--- config.mk ---
export PLATFORM = sky130hd
export DESIGN_NAME = dct_1d_pipe
export DESIGN_NICKNAME = d
export VERILOG_FILES = /design/src/rtl/dct_1d_pipe.sv
export SDC_FILE = /design/constraint.sdc
export NUM_CORES = 2
export LEC_CHECK = 0
export ABC_AREA = 1
export CORE_UTILIZATION = 30
export DETAILED_ROUTE_END_ITERATION = 8
export MAX_ROUTING_LAYER = met4
export PLACE_DENSITY = 0.53
export SLEW_MARGIN = 20
export SYNTH_ARGS = -nofsm -noshare
export SYNTH_HDL_FRONTEND = slang
export SYNTH_SLANG_ARGS = --single-unit
export TNS_END_PERCENT = 10
--- constraint.sdc ---
create_clock -name clk -period 22.4 [get_ports clk]
set_input_delay 4.48 -clock clk [delete_from_list [all_inputs] [get_ports clk]]
set_output_delay 4.48 -clock clk [all_outputs]
set_load 0.05 [all_outputs]
--- src/rtl/dct_1d_pipe.sv ---
// dct_1d_pipe: 3-stage pipelined 8-point 1-D forward DCT with valid/ready flow control,
// configurable widths, optional level shift, rounding and output saturation.
module dct_1d_pipe #(
    parameter int IN_W        = 8,
    parameter int SIGNED_IN   = 0,
    parameter int LEVEL_SHIFT = 0,
    parameter int OUT_W       = 10,
    parameter int SHIFT       = 9,
    parameter int ROUND       = 1
) (
    input  logic                 clk,
    input  logic                 rst,
    input  logic                 in_valid,
    output logic                 in_ready,
    input  logic [8*IN_W-1:0]    data_in,
    output logic                 out_valid,
    input  logic                 out_ready,
    output logic [8*OUT_W-1:0]   data_out,
    output logic                 sat_flag
);
    localparam int AW = IN_W + 14;
    typedef logic signed [AW-1:0] acc_t;

    localparam acc_t C2   = acc_t'(237);
    localparam acc_t C4   = acc_t'(181);
    localparam acc_t C6   = acc_t'(98);
    localparam acc_t CO [4] = '{acc_t'(251), acc_t'(213), acc_t'(142), acc_t'(50)};
    localparam acc_t RND  = (ROUND != 0) ? (acc_t'(1) <<< (SHIFT - 1)) : acc_t'(0);
    localparam acc_t LS   = (LEVEL_SHIFT != 0) ? (acc_t'(1) <<< (IN_W - 1)) : acc_t'(0);
    localparam acc_t ZMAX = acc_t'((1 << (OUT_W - 1)) - 1);
    localparam acc_t ZMIN = -ZMAX - acc_t'(1);

    logic en, v1, v2;
    acc_t x [8];
    acc_t s [4];
    acc_t d [4];
    acc_t e [4];
    acc_t p0, p1, p22, p26, p32, p36;
    acc_t pd [4][4];
    acc_t z [8];
    acc_t q [8];
    acc_t y [8];
    logic [7:0] clip;
    logic [8*OUT_W-1:0] dn;

    assign en       = !out_valid || out_ready;
    assign in_ready = en;

    always_comb begin
        for (int i = 0; i < 8; i++) begin
            x[i] = (SIGNED_IN != 0) ? acc_t'(signed'(data_in[(7-i)*IN_W +: IN_W]))
                                    : acc_t'(data_in[(7-i)*IN_W +: IN_W]);
            x[i] = x[i] - LS;
        end
    end

    always_ff @(posedge clk) begin
        if (en) begin
            for (int i = 0; i < 4; i++) begin
                s[i] <= x[i] + x[7-i];
                d[i] <= x[i] - x[7-i];
            end
        end
    end

    assign e[0] = s[0] + s[3];
    assign e[1] = s[1] + s[2];
    assign e[2] = s[0] - s[3];
    assign e[3] = s[1] - s[2];

    // pd[i][k] holds c(2k+1) * d_i
    always_ff @(posedge clk) begin
        if (en) begin
            p0  <= C4 * e[0];
            p1  <= C4 * e[1];
            p22 <= C2 * e[2];
            p26 <= C6 * e[2];
            p32 <= C2 * e[3];
            p36 <= C6 * e[3];
            for (int i = 0; i < 4; i++)
                for (int k = 0; k < 4; k++)
                    pd[i][k] <= CO[k] * d[i];
        end
    end

    always_comb begin
        z[0] = p0 + p1;
        z[4] = p0 - p1;
        z[2] = p22 + p36;
        z[6] = p26 - p32;
        z[1] = pd[0][0] + pd[1][1] + pd[2][2] + pd[3][3];
        z[3] = pd[0][1] - pd[1][3] - pd[2][0] - pd[3][2];
        z[5] = pd[0][2] - pd[1][0] + pd[2][3] + pd[3][1];
        z[7] = pd[0][3] - pd[1][2] + pd[2][1] - pd[3][0];
    end

    always_comb begin
        dn   = '0;
        clip = '0;
        for (int k = 0; k < 8; k++) begin
            q[k]    = (z[k] + RND) >>> SHIFT;
            clip[k] = (q[k] > ZMAX) || (q[k] < ZMIN);
            y[k]    = (q[k] > ZMAX) ? ZMAX : (q[k] < ZMIN) ? ZMIN : q[k];
            dn[(7-k)*OUT_W +: OUT_W] = y[k][OUT_W-1:0];
        end
    end

    always_ff @(posedge clk) begin
        if (rst) begin
            v1        <= 1'b0;
            v2        <= 1'b0;
            out_valid <= 1'b0;
            data_out  <= '0;
            sat_flag  <= 1'b0;
        end else if (en) begin
            v1        <= in_valid;
            v2        <= v1;
            out_valid <= v2;
            data_out  <= dn;
            sat_flag  <= |clip;
        end
    end
endmodule

==> impl_metrics.json <==
{
  "slowest_delay_ps": 980,
  "instances_no_fill": 10300,
  "drv_cap": 0,
  "first_iter_violations": 2734,
  "routedWlPerCell_um": 19.0,
  "finalWeightedCongestion": 0.915,
  "dieArea_mm2": 0.227,
  "path_class": "in2out",
  "cp_cell_sequence": "clkdlybuf4s50_1 -> nor2_4 -> buf_4 -> inv_8 -> clkdlybuf4s50_1",
  "fp.dieW_um": 477,
  "period_share": 0.497,
  "cp_top_family": "buffers and inverters",
  "io_pins": 151,
  "ys_ff_latch": 594,
  "reg2reg_depth": 26,
  "cts-hold-fix-buffers": 0,
  "synth_cell_types": 62,
  "worstSetupEndpointType": "output pin",
  "hold_path_class": "reg2reg",
  "period_needed_ps": 11140,
  "drcViolationCount": 0,
  "first_pass_iters": 5,
  "startpoint_type": "primary input",
  "core_area_mm2": 0.223,
  "syn_nets": 8979,
  "dp_hpwl_um": 166000,
  "cts_tree": "done",
  "synth_area_mm2": 0.0676,
  "synthToLayoutAreaGrowth_pct": 12.1,
  "hold_viol": 0,
  "grt_max_degree": 159,
  "critPathSlowestCell": "clkdlybuf4s50_1",
  "final_util": 0.340,
  "slew_headroom": 0.276,
  "path_clk_slew_ps": 60,
  "finalSetupTns_ps": 0,
  "post-place-cells": 10200,
  "synth_cells": 7045,
  "drt_wl_total_um": 196000,
  "dr_total_vias": 47400,
  "die_height_um": 477,
  "io_buffers": 150,
  "avgSynthCellArea_um2": 9.59,
  "rsz0062_at_grt": "false",
  "grt_pass1_vias": 49500,
  "htree_levels": 3,
  "max_freq_mhz": 89.8,
  "synth_edf_count": 510,
  "clk_latency_ps": 710,
  "worstPathArrival_ps": 6660,
  "synth_simple_gate_area_frac": 0.0813,
  "crit_path_end": "in_ready",
  "yosys-top-cells-area": "edfxtp_1 23%, ha_1 22%, fa_1 20%",
  "initial_core_util": 0.303,
  "grt_usage": 0.178,
  "num_rows": 173,
  "synth_top_flop_cell": "edfxtp_1",
  "synth_top_area_frac": 0.227,
  "drive_gt1_frac": 0.0314,
  "drtAntennaViolNets": 0,
  "skew_ps": 30.6,
  "cp_num_cells": 5,
  "async_flop_share": 0,
  "grt_overflow": 0,
  "post_cts_resized": 0,
  "reg2reg_slack_ps": 15330,
  "grt_pass1_wl_um": 298000,
  "antenna_found_initial": 12,
  "critPathBufInv": 4,
  "crit_fanout": 30,
  "cts_buffer_depth": 3,
  "cts_buffers": 78,
  "finalSetupViolCount": 0,
  "cp.required_ps": 17920,
  "post_cts_buffers": 0,
  "crit_top_cell": "clkdlybuf4s50_1",
  "worstReg2RegEnd": "p32[19]$_DFFE_PP_",
  "vias_per_cell": 4.59,
  "final_nets": 9203,
  "r2r_start": "d[2][0]$_DFFE_PP_",
  "seq_area_frac_synth": 0.252,
  "synth_top_family_by_area": "adder cells",
  "synth_xor_area_frac": 0.0633,
  "cts_root_buf": "clkbuf_16",
  "synth-adder-area-share": 0.419,
  "synthMuxAreaShare": 0,
  "drv_slew": 0,
  "synth_top_area_cell": "edfxtp_1",
  "synth_warnings": 0,
  "status": "completed",
  "crit_start": "out_ready",
  "tightest_slew_ps": 1090,
  "clock-sinks": 594,
  "final.fill_count": 22900,
  "synth_compound_area_frac": 0.0897
}
## stage by stage
stage | area [um^2] | hold WS, ps | setup WS, ps
floorplan | 67600 | 441 | 6360
global placement | 72900 | 433 | 11170
detailed placement | 72900 | 439 | 11190
CTS | 75700 | 448 | 11190
global route | 75700 | 488 | 11180
finish | 75700 | 447 | 11260
## placed cells by master, fill, tap and decap left out, types with 144 or more instances in the layout
master and instances:
a21oi_1 546, clkdlybuf4s50_1 150, edfxtp_1 510, fa_1 662, ha_1 1204, inv_1 1651, nand2_1 778, nand3_1 158
nor2_1 273, o21ai_0 229, xnor2_1 144, xor2_1 339
## kinds of logic (layout without fill, tap and decap cells)
family | after synthesis | after routing
adders and majority gates | 1866 | 1866
DFF | 594 | 594
AOI/OAI and AO/OA | 1068 | 1068
xor gates and xnor gates | 486 | 486
and+or+nand+nor | 1325 | 1325
other | 0 | 10
buffers and inverters | 1706 | 1993
## worst min-delay path by stage
stage,to,start,cells past startpoint,slack [ps]
after CTS,data_out[79]$_SDFFE_PP0P_,data_out[79]$_SDFFE_PP0P_,2,450
final,data_out[79]$_SDFFE_PP0P_,data_out[79]$_SDFFE_PP0P_,2,450
after detailed placement,data_out[79]$_SDFFE_PP0P_,data_out[79]$_SDFFE_PP0P_,2,440
after global placement,data_out[79]$_SDFFE_PP0P_,data_out[79]$_SDFFE_PP0P_,2,430
after global routing,data_out[79]$_SDFFE_PP0P_,data_out[79]$_SDFFE_PP0P_,2,490
after floorplan,out_valid$_SDFFE_PP0P_,v2$_SDFFE_PP0P_,2,440
## final cells by class
type | instances | area (um^2) | share of cell area
multi-input combinational | 4745 | 44200 | 0.583
sequential | 594 | 17000 | 0.224
inverter | 1661 | 6240 | 0.0825
tap | 2975 | 3720 | 0.0492
clock buffer | 94 | 2100 | 0.0277
timing repair buffer | 189 | 1810 | 0.0239
clock inverter | 49 | 676 | 0.00892
antenna | 10 | 25.0 | 0.000330
## cells in the mapped netlist, types with 4 or more instances
cell          n
a211oi_1     11
a21boi_0      9
a21boi_1      6
a21boi_2      4
a21o_1       38
a21oi_1     546
a21oi_2       9
a31o_2        4
a31oi_1      35
and2_1        4
and3_1        5
buf_1         4
clkbuf_1     36
dfxtp_1      84
edfxtp_1    510
fa_1        662
ha_1       1204
inv_1      1652
inv_2         7
nand2_1     778
nand2_2       5
nand3_1     158
nand3b_1     14
nand4_1      33
nor2_1      274
nor3_1       29
nor3_2        5
nor4_1        5
o2111ai_1     9
o211ai_1      8
o21a_1        7
o21ai_0     229
o21ai_1      36
o21ai_2       9
o21bai_1     73
o221ai_1      4
o31ai_1      21
or2_2         5
xnor2_1     144
xor2_1      339
## worst reg2reg max path, delay by kind of cell (launching register included)
kind	cells	cell delay (ps)
fa+ha+maj	8	3730
flops	1	690
compound gates	10	1750
buf+inv	2	100
simple gates	5	440
xor+xnor	1	150
## per-layer routing
| layer | global-route usage | vias up | share of wire |
|---|---|---|---|
| met5 | - | - | 0 |
| met4 | 0.0480 | 0 | 0.028 |
| met3 | 0.0181 | 208 | 0.034 |
| met2 | 0.303 | 775 | 0.49 |
| met1 | 0.225 | 23100 | 0.45 |
| li1 | - | 23200 | - |
## flip-flops by register name, summed over array words and instances, names as in the netlist
signal and cells:
p36 19, pd 324, p32 21, d 36, p1 19, s 32, sat_flag 1, p22 21
v1 1, v2 1, p26 19, data_out 80, p0 19, out_valid 1
Power is not shown: default switching activity piles up to over one toggle a cycle in this logic, so the estimate is an artifact.
